## src/rtl/tsc_multi.sv

```systemverilog
// Per-channel key-parity sampler driving rotate/LFSR shift registers, plus a sticky activity-arming FSM.
// All outputs registered, one-edge latency from inputs; no handshake, never stalls its AES neighbours.
module tsc_multi #(
  parameter int               DATA_W    = 128,
  parameter int               CH        = 8,
  parameter int               TAP_W     = 8,
  parameter int               SHR_W     = 8,
  parameter logic [SHR_W-1:0] INIT      = 8'hAA,
  parameter logic [SHR_W-1:0] POLY      = 8'hB8,
  parameter int               ARM_COUNT = 16,
  parameter int               CNT_W     = 8
) (
  input  logic                 clk,
  input  logic                 rst,
  input  logic                 clr,
  input  logic [1:0]           mode,
  input  logic [DATA_W-1:0]    state,
  input  logic [CH*DATA_W-1:0] rk_flat,
  input  logic [CH-1:0]        rk_valid,
  output logic [CH-1:0]        enable,
  output logic [CH*SHR_W-1:0]  shr_flat,
  output logic [CNT_W-1:0]     act_cnt,
  output logic                 armed
);

  typedef enum logic [1:0] {IDLE, RUN, ARMED} fsm_t;

  localparam logic [CNT_W-1:0] ARM_C = CNT_W'(ARM_COUNT);

  fsm_t                        fsm_q, fsm_nx;
  logic [CH-1:0][SHR_W-1:0]    shr_q, shr_nx;
  logic [CH-1:0]               en_nx;
  logic [CNT_W-1:0]            cnt_nx;
  logic                        armed_nx;
  logic                        upd;
  logic                        unused_taps;

  // Only the low TAP_W bits feed parity; the rest of the tapped buses are ignored.
  assign unused_taps = ^{state, rk_flat};
  assign shr_flat    = shr_q;

  always_comb begin
    en_nx = enable;
    for (int i = 0; i < CH; i++) begin
      if (rk_valid[i]) begin
        en_nx[i] = ^(state[TAP_W-1:0] & rk_flat[i*DATA_W +: TAP_W]);
      end
    end
  end

  // Steps use the registered enable, so a same-edge key strobe only affects the next edge.
  always_comb begin
    shr_nx = shr_q;
    upd    = (fsm_q == RUN) || (fsm_q == ARMED);
    for (int i = 0; i < CH; i++) begin
      if (upd) begin
        case (mode)
          2'b01: if (enable[i]) shr_nx[i] = {shr_q[i][0], shr_q[i][SHR_W-1:1]};
          2'b10: shr_nx[i] = {shr_q[i][0], shr_q[i][SHR_W-1:1]};
          2'b11: begin
            if (enable[i]) begin
              if (shr_q[i] == '0) shr_nx[i] = INIT;
              else shr_nx[i] = {1'b0, shr_q[i][SHR_W-1:1]} ^ (shr_q[i][0] ? POLY : '0);
            end
          end
          default: ;
        endcase
      end
    end
  end

  always_comb begin
    fsm_nx   = fsm_q;
    cnt_nx   = act_cnt;
    armed_nx = armed;
    case (fsm_q)
      IDLE: begin
        if (mode != 2'b00) fsm_nx = armed ? ARMED : RUN;
      end
      RUN: begin
        if (mode == 2'b00) begin
          fsm_nx = IDLE;
          cnt_nx = '0;
        end else if (|enable) begin
          cnt_nx = act_cnt + 1'b1;
          if (cnt_nx == ARM_C) begin
            fsm_nx   = ARMED;
            armed_nx = 1'b1;
          end
        end
      end
      ARMED: begin
        cnt_nx = ARM_C;
        if (mode == 2'b00) fsm_nx = IDLE;
      end
      default: fsm_nx = IDLE;
    endcase
  end

  always_ff @(posedge clk or negedge rst) begin
    if (!rst) begin
      fsm_q   <= IDLE;
      shr_q   <= {CH{INIT}};
      enable  <= '0;
      act_cnt <= '0;
      armed   <= 1'b0;
    end else if (clr) begin
      fsm_q   <= IDLE;
      shr_q   <= {CH{INIT}};
      enable  <= '0;
      act_cnt <= '0;
      armed   <= 1'b0;
    end else begin
      fsm_q   <= fsm_nx;
      shr_q   <= shr_nx;
      enable  <= en_nx;
      act_cnt <= cnt_nx;
      armed   <= armed_nx;
    end
  end

endmodule

```

## config.mk

```make
export PLATFORM = sky130hd
export DESIGN_NAME = tsc_multi
export DESIGN_NICKNAME = d
export VERILOG_FILES = /design/src/rtl/tsc_multi.sv
export SDC_FILE = /design/constraint.sdc
export NUM_CORES = 1
export LEC_CHECK = 0
export BUFFER_PORTS_ARGS = -buffer_cell sky130_fd_sc_hd__buf_2
export CORE_AREA = 2 2 489 491
export CTS_CLUSTER_DIAMETER = 100
export CTS_CLUSTER_SIZE = 14
export DETAILED_ROUTE_END_ITERATION = 16
export DIE_AREA = 0 0 491 493
export SKIP_LAST_GASP = 1
export SLEW_MARGIN = 40
export SYNTH_ARGS = -nofsm -noshare
export SYNTH_HDL_FRONTEND = slang
export SYNTH_SLANG_ARGS = --single-unit
```

## constraint.sdc

```tcl
create_clock -name clk -period 4.9 [get_ports clk]
set_input_delay 0.245 -clock clk [delete_from_list [all_inputs] [get_ports clk]]
set_output_delay 0.245 -clock clk [all_outputs]
set_load 0.01 [all_outputs]
```

==> qor.yml <==
sta:
  grt_setup_unrepaired: "no"
  finalWorstPathRequiredPeriod_ns: 2.00
  finalSetupViolCount: 0
  fin_skew_ns: 0.0260
  period_share: 0.407
  hold_viol: 0
  worst-slew-pin-transition_ns: 0.592
  timing_max_transition_violations_final: 0
  setup-tns-final_ns: 0
  fmax_achieved_mhz: 501
  maxSlewHeadroom: 0.606
floorplanning:
  num_rows: 179
  die_area_um2: 242000
  effective_utilization_at_floorplan: 0.0203
  die_height_um: 493
  top_level_ports: 1246
  floorplan.die.width_um: 491
  core-area_um2: 237000
clocking:
  clock_sinks: 83
  worst_setup_hold_path_clk_slew_ns: 0.08
  clock_tree.buffer_depth: 2
  ctsRootBufferMaster: "clkbuf_16"
  cts_tree: "done"
  cts-buffers-inserted: 9
  insertion_delay_ns: 0.37
  htree_levels: 3
  ctsResizeCount: 0
detailed_routing:
  routed_wire_length_per_instance_um: 4.68
  route.final.wire_length_um: 18200
  ant_nets: 0
  drt_iter0_drc: 237
  drt-vias-per-instance: 1.11
  route.detailed.drc: 0
  drt_first_pass_iters: 4
  routed-via-count: 4322
yosys:
  synth_ff_type: "dfrtp_1"
  synth_fp_nets: 1721
  synth.yosys.seq_area_share: 0.440
  number_of_different_library_cells_in_the_post_synthesis_netlist: 41
  synth-edff-count: 0
  synth-warning-count: 0
  async_reset_ff_frac: 1.00
  synth-seq-cells: 83
  synth_cells: 549
  mappedNetlistArea_um2: 4810
  synthesis.area_per_instance_um2: 8.76
pwr:
  power.density_cell_area_nw_per_um2: 310
  internal-power_uw: 1820
  portion_of_total_power_attributed_to_the_clock_network: 0.251
  power.net_switching_uw: 1240
  p_sw_frac: 0.405
  power_frac_comb: 0.350
  ir_drop_v: 0.000177
  static-leakage-power_uw: 0.00278
  p_seq_frac: 0.398
grt:
  grt_pass1_wl_um: 26200
  number_of_antenna_violations_at_the_first_check_in_global_routing: 1
  grt_overflow: 0
  first_global_vias: 4104
  groute.usage.overall: 0.0148
  grt_max_degree: 56
place:
  place.port_buffers: 165
  numPlacedInstances: 3861
  globalplace.congestion: 0.753
  place.detailed.hpwl_um: 14300
final_layout:
  final_layout_size_suffix_gt1_frac: 0.319
  final_core_util: 0.0416
  finish.net_count: 1878
  syn2layout_area_growth_pct: 105
  final-seq-area_um2: 2120
  multi_input_area_um2: 2560
  fillers: 28300
  layoutNonFillerInstCount: 3879
worst_setup_path:
  worst_setup_path_end_kind: "flip-flop"
  path_cells: "inv_1 -> ha_1 -> o21a_4 -> o21ai_0 -> nand2_1 -> nand3_1 -> o22a_1"
  critical-path-slowest-cell: "dfrtp_1"
  critical_path_required_ns: 5.19
  cpPeakStageDelay_ns: 0.38
  worst-endpoint-arrival_ns: 2.28
  crit_path_start_kind: "flip-flop"
  critPathKind: "reg -> reg"
  path_max_fanout: 8
status:
  outcome: "finished clean"
flow_run:
  max_cap_viol_count: 0
worst_hold_path:
  hold_class: "in -> reg"
cell usage after synthesis, types with 2 or more instances:
| library cell | instances | area (µm²) |
|---|---|---|
| clkbuf_1 | 19 | 71.3 |
| nand4_1 | 3 | 18.8 |
| a31oi_1 | 4 | 25.0 |
| and2_1 | 11 | 68.8 |
| nor3_1 | 3 | 15.0 |
| nor4_1 | 11 | 68.8 |
| a21oi_1 | 14 | 70.1 |
| a211oi_1 | 9 | 67.6 |
| and3_1 | 3 | 18.8 |
| o21ai_1 | 5 | 25.0 |
| buf_6 | 2 | 22.5 |
| dfstp_2 | 32 | 841 |
| o21ai_0 | 41 | 205 |
| xor2_1 | 36 | 315 |
| a41oi_1 | 4 | 35.0 |
| nor2_1 | 37 | 139 |
| nand3_1 | 7 | 35.0 |
| nand3b_1 | 2 | 15.0 |
| nand2b_1 | 3 | 18.8 |
| xnor2_1 | 46 | 403 |
| buf_2 | 3 | 15.0 |
| ha_1 | 7 | 87.6 |
| inv_1 | 7 | 26.3 |
| nand2_1 | 145 | 544 |
| o31ai_1 | 6 | 45.0 |
| dfrtp_1 | 51 | 1280 |
| o22a_1 | 22 | 193 |
| nor2b_1 | 3 | 18.8 |
worst max-delay path: cells and delay by family (launching register included):
kind | cells | cell delay [ns]
AO/OA/AOI/OAI | 3 | 0.72
adder cells (fa/ha/maj) | 1 | 0.30
buffers and inverters | 1 | 0.07
flip-flops | 1 | 0.38
AND/OR/NAND/NOR | 2 | 0.42
power by group through the flow:
stage | combinational (µW) | sequential (µW) | clock, µW
detailed placement | 1100 | 1220 | 0
floorplan | 535 | 1270 | 0
finish | 1070 | 1220 | 767
global placement | 1090 | 1230 | 0
CTS | 1100 | 1210 | 824
global route | 1180 | 1250 | 837
per-stage QoR:
stage	hold slack, ns	total power [µW]	setup slack [ns]	instance area, µm²
floorplan	-0.0506	1800	3.15	4810
global placement	0.414	2320	2.62	9540
detailed placement	0.284	2320	2.60	9540
CTS	0.0393	3140	2.82	9860
global route	0.0527	3270	2.78	9860
finish	0.0695	3050	2.90	9860
cell usage in the layout (no fill, tap or decap), drive strengths merged, types with 4 or more instances in the layout:
cell	count
dfrtp	51
buf	170
xor2	36
nand3	7
inv	11
xnor2	46
a41oi	4
nor2	39
o21ai	47
a31oi	4
dfstp	32
a21oi	14
nand2	145
o22a	22
nor4	11
clkbuf	9
o31ai	6
and2	12
a211oi	9
ha	7
cells by family (layout without fill, tap and decap cells):
logic type,after synthesis,count (layout),share of synthesized area
buffers and inverters,32,194,0.0291
AND/OR/NAND/NOR,233,233,0.208
adder cells (fa/ha/maj),7,7,0.0182
other,0,1,0
multiplexers,1,1,0.00234
XOR/XNOR,82,82,0.149
AO/OA/AOI/OAI,111,111,0.153
flip-flops,83,83,0.440
routing by layer:
metal	wire length, µm	part of all wire	vias up	global-route usage
met2	11200	0.61	42	0.0303
met5	0	0	-	0
met1	5830	0.32	2079	0.0127
met3	282	0.016	28	0.00224
met4	884	0.049	0	0.0106
li1	-	-	2173	-
layout make-up:
class	count	area share
inverters	7	0.00266
well taps	3167	0.402
clock buffers	9	0.0228
clock inverters	7	0.00812
multi-input cells	434	0.260
repair buffers	171	0.0895
flip-flops and latches	83	0.215
diodes	1	0.000254
registers in the layout, summed over array words and instances (netlist names):
signal    flops
shr_flat     64
fsm_q         2
enable        8
act_cnt       8
armed         1
final timing paths:
check	startpoint	to	slack, ns	cells after the start
setup / recovery	fsm_q[0]	shr_flat[39]	2.90	7
hold / removal	rk_valid[4]	enable[4]	0.07	2
setup reg to reg	fsm_q[0]	shr_flat[39]	2.90	7
hold reg to reg	shr_flat[59]	shr_flat[58]	0.50	2
max in group asynchronous	rst	shr_flat[3]	3.63	3
min in group asynchronous	rst	shr_flat[26]	0.43	2
repair_timing:
| item | CTS | global route |
|---|---|---|
| buffers inserted | 0 | 0 |
| endpoints found under the hold margin | 36 | 0 |
| hold buffers | 1 | 0 |
No activity file was read; power rests on OpenSTA's default activity.
